$ cat src/rtl/ddr_burst_memory.sv
// ddr_burst_memory: burst command/data memory model with strobed writes, read latency and error response
module ddr_burst_memory #(
  parameter int ADDR_WIDTH = 4,
  parameter int DATA_WIDTH = 32,
  parameter int MEM_SIZE = 16,
  parameter int LEN_WIDTH = 4,
  parameter int RD_LATENCY = 2,
  localparam int STRB_WIDTH = DATA_WIDTH / 8
) (
  input  logic                  clk,
  input  logic                  reset,
  input  logic                  cmd_valid,
  output logic                  cmd_ready,
  input  logic                  cmd_wr,
  input  logic [ADDR_WIDTH-1:0] cmd_addr,
  input  logic [LEN_WIDTH-1:0]  cmd_len,
  input  logic                  wdata_valid,
  output logic                  wdata_ready,
  input  logic [DATA_WIDTH-1:0] wdata,
  input  logic [STRB_WIDTH-1:0] wstrb,
  output logic                  rdata_valid,
  output logic [DATA_WIDTH-1:0] rdata,
  output logic                  rdata_last,
  output logic                  resp_valid,
  output logic                  resp_err
);
  localparam int LW = RD_LATENCY > 2 ? $clog2(RD_LATENCY - 1) : 1;
  localparam logic [ADDR_WIDTH-1:0] TOP = ADDR_WIDTH'(MEM_SIZE - 1);
  typedef enum logic [2:0] {IDLE, WRITE, WRESP, RWAIT, READ} state_t;
  state_t state;
  logic [DATA_WIDTH-1:0] mem [MEM_SIZE];
  logic [ADDR_WIDTH-1:0] ptr, nxt;
  logic [LEN_WIDTH-1:0] len, cnt;
  logic [LW-1:0] wcnt;
  logic err, last;
  assign nxt = ptr == TOP ? '0 : ptr + ADDR_WIDTH'(1);
  assign last = cnt == len;
  assign cmd_ready = state == IDLE;
  assign wdata_ready = state == WRITE;
  assign rdata_valid = state == READ;
  assign rdata = (state == READ && !err) ? mem[ptr] : '0;
  assign rdata_last = state == READ && last;
  assign resp_valid = state == WRESP || (state == READ && last);
  assign resp_err = resp_valid && err;
  // Burst sequencing: latch the command, walk the wrapping word pointer, count beats and read latency
  always_ff @(posedge clk)
    if (reset) begin
      state <= IDLE;
      ptr <= '0;
      len <= '0;
      cnt <= '0;
      wcnt <= '0;
      err <= 1'b0;
    end else
      case (state)
        IDLE: if (cmd_valid) begin
          ptr <= cmd_addr;
          len <= cmd_len;
          cnt <= '0;
          wcnt <= '0;
          err <= {1'b0, cmd_addr} >= (ADDR_WIDTH + 1)'(MEM_SIZE);
          state <= cmd_wr ? WRITE : (RD_LATENCY == 1 ? READ : RWAIT);
        end
        WRITE: if (wdata_valid) begin
          ptr <= nxt;
          cnt <= cnt + LEN_WIDTH'(1);
          state <= last ? WRESP : WRITE;
        end
        WRESP: state <= IDLE;
        RWAIT: begin
          wcnt <= wcnt + LW'(1);
          state <= wcnt == LW'(RD_LATENCY - 2) ? READ : RWAIT;
        end
        READ: begin
          ptr <= nxt;
          cnt <= cnt + LEN_WIDTH'(1);
          state <= last ? IDLE : READ;
        end
        default: state <= IDLE;
      endcase
  // Storage: cleared on reset, byte-strobed update on each accepted in-range write beat
  always_ff @(posedge clk)
    if (reset)
      for (int i = 0; i < MEM_SIZE; i++) mem[i] <= '0;
    else if (state == WRITE && wdata_valid && !err)
      for (int i = 0; i < STRB_WIDTH; i++)
        if (wstrb[i]) mem[ptr][8*i +: 8] <= wdata[8*i +: 8];
endmodule

$ cat config.mk
export PLATFORM = sky130hd
export DESIGN_NAME = ddr_burst_memory
export DESIGN_NICKNAME = d
export VERILOG_FILES = /design/src/rtl/ddr_burst_memory.sv
export SDC_FILE = /design/constraint.sdc
export NUM_CORES = 1
export LEC_CHECK = 0
export ABC_CLOCK_PERIOD_IN_PS = 2600
export CELL_PAD_IN_SITES_DETAIL_PLACEMENT = 0
export CELL_PAD_IN_SITES_GLOBAL_PLACEMENT = 1
export CORE_ASPECT_RATIO = 0.75
export CORE_MARGIN = 2
export CORE_UTILIZATION = 33
export DETAILED_ROUTE_END_ITERATION = 8
export PLACE_DENSITY_LB_ADDON = 0.1
export SETUP_SLACK_MARGIN = 0.5
export SYNTH_ARGS = -nofsm -noshare
export SYNTH_HDL_FRONTEND = slang
export SYNTH_SLANG_ARGS = --single-unit
$ cat constraint.sdc
create_clock -name clk -period 2.6 [get_ports clk]
set_clock_uncertainty 0.05 [all_clocks]
set_input_delay 0.26 -clock clk [delete_from_list [all_inputs] [get_ports clk]]
set_output_delay 0.26 -clock clk [all_outputs]
set_load 0.01 [all_outputs]
==> results of run 1 <==
## final timing paths
check / start / to / cells after the start
worst min-delay path: cmd_len[2] / len[2] / 3
worst min register to register: len[0] / len[0] / 2
worst max-delay path: flip-flop / rdata[9] / 8
worst max register to register: state[2] / mem[11][21] / 11
## state kept, by name, summed over array words and instances, names as in the netlist, named ones only
register / cells
state: 3
cnt: 4
len: 4
mem: 512
wcnt: 1
ptr: 4
## per-layer routing
| layer | global-route usage [%] | wire length, um |
|---|---|---|
| met3 | 3.54 | 3890 |
| met2 | 27.4 | 32100 |
| met4 | 3.95 | 1050 |
| met1 | 27.9 | 36400 |
| met5 | 0 | 12 |
## layout by cell type, fill, tap and decap left out, types with 25 or more instances in the layout
cell type and count:
a22oi_2 56, and2_1 475, and2_4 38, buf_12 44, buf_2 28, buf_4 122
buf_6 46, clkbuf_16 67, clkdlybuf4s50_1 48, edfxtp_1 512, mux4_2 128, nand2_1 37
nor2_1 30, nor2_2 25, nor2_4 30, o21ai_0 46
## cells in the mapped netlist (all sizes together) (3+ instances only)
master,n,area [sq um]
buf,40,228
dfxtp,20,400
o21ai,67,335
inv,8,30.0
xnor2,8,70.1
o32ai,5,43.8
nor2,85,319
edfxtp,512,15400
nor3,3,20.0
a22oi,62,515
mux4,128,2880
nand3,14,70.1
nand2,49,184
nor2b,3,18.8
a21oi,6,30.0
mux2i,8,80.1
a211oi,4,30.0
and2,513,3210
ha,5,62.6
clkbuf,63,236
## report_power, final
group          switching [mW]  internal [mW]
combinational            2.87           2.81
clock                    3.46           4.49
sequential              0.214           9.76
## stage by stage
| step | total power [mW] | worst slack (ns) | hold slack (ns) | setup TNS, ns | util [%] |
|---|---|---|---|---|---|
| after floorplan | 12.6 | 0.505 | 0.325 | 0 | - |
| after global placement | 14.4 | -0.0405 | 0.448 | -0.0543 | 37.1 |
| after detailed placement | 14.4 | -0.0367 | 0.455 | -0.114 | 37.1 |
| after CTS | 23.4 | -0.293 | 0.177 | -6.75 | 41.0 |
| after global routing | 24.4 | -0.303 | 0.196 | -7.95 | 43.1 |
| final | 23.6 | -0.209 | 0.211 | -4.85 | 43.1 |
## area by class of cell
type	count	area share (%)
sequential	532	50.0
multi-input combinational	984	28.6
timing repair buffer	327	11.8
clock buffer	66	4.76
tap	968	3.84
clock inverter	39	0.868
inverter	8	0.0951
## cells by family after synthesis
logic type,Yosys count,synth area share [%]
buf+inv,111,2.03
xor+xnor,8,0.288
other cells,1,0.0154
flops,532,64.8
simple gates,681,16.2
fa+ha+maj,5,0.257
mux,137,12.2
compound gates,152,4.18
## what timing repair did
item                                    CTS  global route
pin swaps                                51            64
endpoints found under the hold margin     0             0
gates resized for setup                 305           227
gates cloned                              9            10
endpoints found under the setup margin  643           568
buffers inserted                         39            51
## critical path: stages (launching register included)
cell	delay [ns]
dfxtp_4	0.38
buf_12	0.12
buf_12	0.13
buf_12	0.11
buf_12	0.11
mux4_2	0.53
a22oi_2	0.27
nand2_1	0.09
buf_2	0.14
==> impl_metrics.tcl, run 1 <==
set metrics [dict create \
    globalplace.congestion 0.764 \
    hold_buffers 0 \
    synthesis.area_sq_um 24300 \
    r2r_slack_ns 0.24 \
    worst_slew_pin_slew_ns 0.860 \
    grt_max_degree 35 \
    stdcell_area_sq_um 31600 \
    die_w_um 318 \
    irDropWorstVdd_mv 0.491 \
    max-slew-margin-rel_pct 42.5 \
    syn_avg_cell_area_sq_um 15.0 \
    yosysWarnings 0 \
    wl_per_cell_um 25.1 \
    nNetsFinal 1964 \
    p_per_area_nw_per_um2 747 \
    hpwl_um 45200 \
    drive_above_1_share_pct 35.8 \
    clkLatencyLatePin_ns 0.62 \
    first_pass_iters 5 \
    htreeDepth 2 \
    finalCriticalPeriod_ns 2.81 \
    nFillCells 6551 \
    ys_ff_latch 532 \
    io_buffers 85 \
    cap_violations 0 \
    grt_pass1_vias 14310 \
    clkTransAtPathRegs_ns 0.06 \
    vias 14492 \
    finalMaxSlewViolations 0 \
    fin_crit_sh_pct 108 \
    outcome "complete, but fails checks" \
    grt_pass1_wl_um 102000 \
    grtUsageTotal_pct 18.4 \
    clkSinkCount 532 \
    worst_ep_arrival_time_ns 2.50 \
    worst_slack_ns -0.209 \
    start_util_pct 33.2 \
    placed_cell_area_sq_um 27200 \
    p_leak_nw 11.4 \
    cp.required_ns 2.29 \
    area_growth_pct 29.8 \
    start_kind "flip-flop" \
    async_flop_share_pct 0 \
    drc 0 \
    grt_overflow 0 \
    synthFlopType "edfxtp_1" \
    multiInputGateArea_sq_um 9020 \
    die_area_sq_um 76000 \
    rsz0062_at_grt "yes" \
    crit_fanout 7 \
    max_freq_mhz 356 \
    rows 86 \
    syn_inst 1627 \
    clock-root-buffer "clkbuf_16" \
    ys_seq_area_share_pct 64.8 \
    num_antenna_cells 0 \
    yosysUniqueCellTypes 46 \
    place_inst 2710 \
    cts-buffers-inserted 57 \
    clockBufferDepth 3 \
    drt-total-wl_um 73400 \
    seqCellArea_sq_um 15800 \
    violations "negative setup slack" \
    cts_tree "done" \
    ios 87 \
    end_kind "output pin" \
    setup_viol 32 \
    synth_edf_count 512 \
    viasPerCell 4.96 \
    core_area_sq_um 73300 \
    worstHoldPathType "in -> reg" \
    antenna_found_initial 1 \
    drtIter0Drc 1204 \
    criticalPathCategory "reg -> out" \
    ant_nets 0 \
    die_h_um 239 \
    fin_cells 2924 \
    syn_nets 1681 \
    hold_viol 0 \
]
No activity file was read; power rests on OpenSTA's default activity.
==> run 2, diff against run 1 <==
--- a/config.mk
+++ b/config.mk
@@ -12,6 +12,7 @@
 export CORE_MARGIN = 2
 export CORE_UTILIZATION = 33
 export DETAILED_ROUTE_END_ITERATION = 8
+export DONT_BUFFER_PORTS = 1
 export PLACE_DENSITY_LB_ADDON = 0.1
 export SETUP_SLACK_MARGIN = 0.5
 export SYNTH_ARGS = -nofsm -noshare
==> run 2 against run 1 <==
The run still ends with negative setup slack left. Critical path depth shrank 2. Routed wire length rose by 0.32%. Global-route usage up 0.45 points. Via count shrank 2.6%. Worst hold slack worse by 0.17 ns. Utilization decreased by 1.1 points. Clock power fell by 0.8%. Register-to-register slack better by 0.21 ns. Final area shrank 2.5%. Setup slack gained 0.13 ns. Final cell count is 3.3% lower. Non-clock buffer count shrank 98. Critical path type unchanged.
==> impl_metrics.tcl, run 2 (same netlist as run 1, synthesis figures left out) <==
set metrics [dict create \
    start_util_pct 33.2 \
    path_cells "buf_12, buf_12, buf_8, mux4_2, a22oi_2, nand2_2" \
    wl_per_cell_um 26.1 \
    end_kind "output pin" \
    worst_slack_ns -0.0806 \
    cts-buffers-inserted 57 \
    max-slew-margin-rel_pct 49.1 \
    cp_common_cell "buf_12" \
    antenna_found_initial 4 \
    hpwl_um 44700 \
    hold_viol 0 \
    place_inst 2613 \
    clkTransAtPathRegs_ns 0.07 \
    setup_viol 24 \
    top_register "mem" \
    viasPerCell 4.99 \
    crit_fanout 6 \
    rows 86 \
    violations "negative setup slack" \
    nFillCells 6582 \
    layout_commonest_cell "edfxtp_1" \
    drc 0 \
    clock-root-buffer "clkbuf_16" \
    htreeDepth 2 \
    reg2regPathDepth 9 \
    die_area_sq_um 76000 \
    drt-total-wl_um 73700 \
    grt_max_degree 34 \
    die_h_um 239 \
    area_growth_pct 26.5 \
    ant_nets 0 \
    max_freq_mhz 373 \
    clkLatencyLatePin_ns 0.61 \
    vias 14111 \
    finalMaxSlewViolations 0 \
    hold_end "len[2]" \
    core_area_sq_um 73300 \
    nNetsFinal 1866 \
    grt_pass1_vias 13954 \
    largest_reg_flops 512 \
    rsz0062_at_grt "yes" \
    fin_cells 2827 \
    drtIter0Drc 1068 \
    first_pass_iters 5 \
    io_buffers 0 \
    grt_pass1_wl_um 104000 \
    criticalPathCategory "reg -> out" \
    cp_num_buf_inv 3 \
    r2r-start "state[1]" \
    cp_slowest_stage_delay_ns 0.56 \
    grtUsageTotal_pct 18.9 \
    irDropWorstVdd_mv 0.545 \
    grt_overflow 0 \
    clkSinkCount 532 \
    cp_slowest_cell "mux4_2" \
    start_kind "flip-flop" \
    globalplace.congestion 0.745 \
    worst_slew_pin_slew_ns 0.761 \
    holdCritStartpoint "cmd_valid" \
    p_per_area_nw_per_um2 762 \
    cp.required_ns 2.29 \
    worst_ep_arrival_time_ns 2.37 \
    holdPathStages 3 \
    r2r-end "mem[4][29]" \
    ios 87 \
    cap_violations 0 \
    p_leak_nw 10.7 \
    stdcell_area_sq_um 30800 \
    critPathTopFamily "multiplexers" \
    finalCriticalPeriod_ns 2.68 \
    die_w_um 318 \
    layout_common_cells "edfxtp_1, and2_1, mux4_2" \
    cts_tree "done" \
    cp.depth 6 \
    fin_crit_sh_pct 103 \
    r2r_slack_ns 0.45 \
    drive_above_1_share_pct 34.1 \
    worstHoldPathType "in -> reg" \
    outcome "complete, but fails checks" \
    placed_cell_area_sq_um 26200 \
    clockBufferDepth 3 \
]
[run 2: changes by cell type in the layout (fill, tap and decap cells not counted), sizes merged, moves of 4 or more]
cell           change
buf               -93
clkbuf            +10
clkdlybuf4s50     -48
clkinv            -14
diode              +4
dlygate4sd3       +44
[run 2: layer usage]
metal	routed length [um]	vias up	global-route usage, %
met2	33200	308	28.6
met1	35400	7258	27.7
li1	-	6458	-
met5	37	-	0
met3	3920	81	4.29
met4	1100	6	3.98
[run 2: layout make-up]
type,instances,area [sq um],share of cell area (%)
antenna,4,10.0,0.0325
clock buffer,76,1540,5.00
clock inverter,26,204,0.662
inverter,8,32.5,0.106
multi-input combinational,984,9250,30.0
sequential,532,15800,51.3
tap,968,1210,3.93
timing repair buffer,229,2750,8.91
[run 2: worst max-delay path by stage]
| stage | endpoint | slack [ns] | start |
|---|---|---|---|
| finish | rdata[5] | -0.08 | flip-flop |
| global route | rdata[5] | -0.19 | flip-flop |
| CTS | rdata[21] | -0.14 | flip-flop |
| detailed placement | rdata[11] | 0.19 | flip-flop |
| global placement | rdata[11] | 0.19 | flip-flop |
| floorplan | mem[15][16] | 0.51 | state[1] |
[run 2: worst reg2reg max path, cell delays in order (launching register included)]
cell and delay [ns]:
dfxtp_2 0.33, buf_6 0.12, and4bb_4 0.36, buf_12 0.13, buf_6 0.10, nand3_4 0.15
clkbuf_16 0.26, buf_6 0.12, nor2_4 0.20, and2_4 0.19
[run 2: power by group]
part,internal [mW],total (mW),switching [mW]
Sequential,9.76,10.0,0.245
Combinational,2.70,5.59,2.88
Clock,4.43,7.89,3.46
[run 2: repair_timing]
| action | 4_1_cts | 5_1_grt |
|---|---|---|
| setup buffers | 16 | 27 |
| gates cloned | 8 | 12 |
| hold buffers | 45 | 0 |
| resized for setup | 215 | 223 |
| pin swaps | 39 | 56 |
| setup endpoints to repair | 696 | 1059 |
| endpoints found under the hold margin | 532 | 0 |
[run 2: stage by stage]
stage | util, % | hold slack (ns) | TNS (ns) | total power [mW] | setup WS, ns
after floorplan | - | 0.325 | 0 | 12.6 | 0.505
after global placement | 35.7 | 0.280 | 0 | 14.1 | 0.191
after detailed placement | 35.7 | 0.281 | 0 | 14.2 | 0.194
after CTS | 40.3 | 0.0109 | -2.83 | 23.2 | -0.141
after global routing | 42.0 | 0.0490 | -4.01 | 24.4 | -0.187
final | 42.0 | 0.0414 | -1.05 | 23.5 | -0.0806
==> run 3, diff against run 2 <==
--- a/config.mk
+++ b/config.mk
@@ -13,7 +13,7 @@
 export CORE_UTILIZATION = 33
 export DETAILED_ROUTE_END_ITERATION = 8
 export DONT_BUFFER_PORTS = 1
-export PLACE_DENSITY_LB_ADDON = 0.1
+export PLACE_DENSITY = 0.56
 export SETUP_SLACK_MARGIN = 0.5
 export SYNTH_ARGS = -nofsm -noshare
 export SYNTH_HDL_FRONTEND = slang
==> run 3 against run 2 <==
Global-route usage down 0.49 points. Utilization down 1.3 points. Sequential power about the same. Count of clock-buffer cells in the layout up 1. Routed wire length down 4.8%. The flow still finishes with violations (negative setup slack). Register-to-register slack better by 0.02 ns. Sequential cell count unchanged. Critical path depth up 2. Final cell count down 0.67%. Sequential share of layout area up 1.7 points. Combinational power down 12%. Fmax down 0.40%.
==> impl_metrics.tcl, run 3 (same netlist as run 1, synthesis figures left out) <==
set metrics [dict create \
    max_freq_mhz 372 \
    cts_tree "done" \
    r2r-end "mem[2][6]" \
    p_per_area_nw_per_um2 764 \
    grt_overflow 0 \
    layout_common_cells "and2_1, edfxtp_1, mux4_2" \
    max-slew-margin-rel_pct 44.1 \
    rsz0062_at_grt "yes" \
    area_growth_pct 22.5 \
    seqCellArea_sq_um 15800 \
    r2r-start "state[1]" \
    vias 14174 \
    drt-total-wl_um 70100 \
    grt_pass1_vias 14459 \
    fin_cells 2808 \
    grt_pass1_wl_um 102000 \
    worst_ep_arrival_time_ns 2.38 \
    drtIter0Drc 1163 \
    drive_above_1_share_pct 29.4 \
    clkTransAtPathRegs_ns 0.06 \
    nNetsFinal 1845 \
    finalCriticalPeriod_ns 2.69 \
    setup_viol 29 \
    hold_slack_ns 0.0529 \
    ant_nets 0 \
    worstHoldPathType "in -> reg" \
    die_h_um 239 \
    globalplace.congestion 0.790 \
    end_kind "output pin" \
    io_buffers 0 \
    p_leak_nw 10.5 \
    cap_violations 0 \
    holdCritStartpoint "cmd_valid" \
    crit_fanout 8 \
    core_area_sq_um 73300 \
    rows 86 \
    power_mw 22.8 \
    cts-buffers-inserted 56 \
    placed_cell_area_sq_um 26100 \
    place_ws_ns 0.356 \
    grtUsageTotal_pct 18.4 \
    drc 0 \
    clkSinkCount 532 \
    clockBufferDepth 3 \
    utilization_pct 40.7 \
    met3_length_um 4250 \
    top_register "mem" \
    die_w_um 318 \
    clock-root-buffer "clkbuf_16" \
    clkLatencyLatePin_ns 0.61 \
    hold_viol 0 \
    cp_slowest_cell "or3b_4" \
    cp.required_ns 2.29 \
    finalMaxSlewViolations 0 \
    layout_commonest_cell "and2_1" \
    multiInputGateArea_sq_um 8670 \
    holdPathStages 3 \
    nFillCells 6647 \
    path_cells "or3b_4, buf_8, nor3b_4, buf_6, buf_12, buf_16, a22oi_2, nand2_2" \
    htreeDepth 2 \
    hpwl_um 44000 \
    top_layer "met5" \
    outcome "complete, but fails checks" \
    criticalPathCategory "reg -> out" \
    ios 87 \
    hold_end "len[0]" \
    tns_ns -1.23 \
    route.met2.wl_um 30600 \
    wl_met1_um 34200 \
    grt_max_degree 51 \
    largest_reg_flops 512 \
    r2r_slack_ns 0.47 \
    viasPerCell 5.05 \
    reg2regPathDepth 6 \
    place_inst 2608 \
    start_kind "flip-flop" \
    first_pass_iters 5 \
    worst_slack_ns -0.0913 \
    stdcell_area_sq_um 29800 \
    fin_crit_sh_pct 104 \
    violations "negative setup slack" \
    antenna_found_initial 11 \
    irDropWorstVdd_mv 0.506 \
    die_area_sq_um 76000 \
    cp_slowest_stage_delay_ns 0.41 \
    wl_per_cell_um 25.0 \
    start_util_pct 33.2 \
    worst_slew_pin_slew_ns 0.836 \
]
run 3: cell count changes in the layout (fill, tap and decap cells not counted), sizes merged, moves of 2 or more:
cell,previous run,this run
clkbuf,85,80
buf,174,162
bufinv,3,5
clkinvlp,3,1
run 3: what timing repair did:
action,CTS,global route
endpoints found under the setup margin,244,1059
cloned,11,3
endpoints found under the hold margin,532,0
pin swaps,44,30
gates resized for setup,164,61
setup buffers,33,2
hold buffers,44,0
run 3: worst max-delay path by stage:
stage                   start           to  slack [ns]  cells after the start
floorplan            state[1]  mem[15][16]        0.51                      4
global placement    flip-flop     rdata[5]        0.36                      5
detailed placement  flip-flop     rdata[4]        0.36                      5
CTS                  state[1]     rdata[1]       -0.11                      8
global route         state[0]     rdata[1]       -0.20                      8
finish               state[0]    rdata[27]       -0.09                      8
run 3: area by class of cell:
| type | instances | area share (%) |
|---|---|---|
| clock buffer | 77 | 5.07 |
| timing repair buffer | 209 | 7.84 |
| antenna | 5 | 0.0420 |
| tap | 968 | 4.06 |
| clock inverter | 25 | 0.814 |
| multi-input combinational | 984 | 29.1 |
| sequential | 532 | 53.0 |
| inverter | 8 | 0.101 |
run 3: power by group:
group	switching (mW)	internal, mW
sequential	0.208	9.76
clock	3.38	4.54
combinational	2.54	2.35
total	6.13	16.7
run 3: critical path, delay by kind of cell, from the launching register on:
family          cells  cell delay [ns]
buf+inv             4             0.54
simple gates        3             0.76
flops               1             0.33
compound gates      1             0.13
run 3: routing by layer:
layer,vias up,global-route usage (%)
met4,12,3.97
met2,358,27.4
li1,6386,-
met3,77,3.81
met5,-,0
met1,7341,27.6
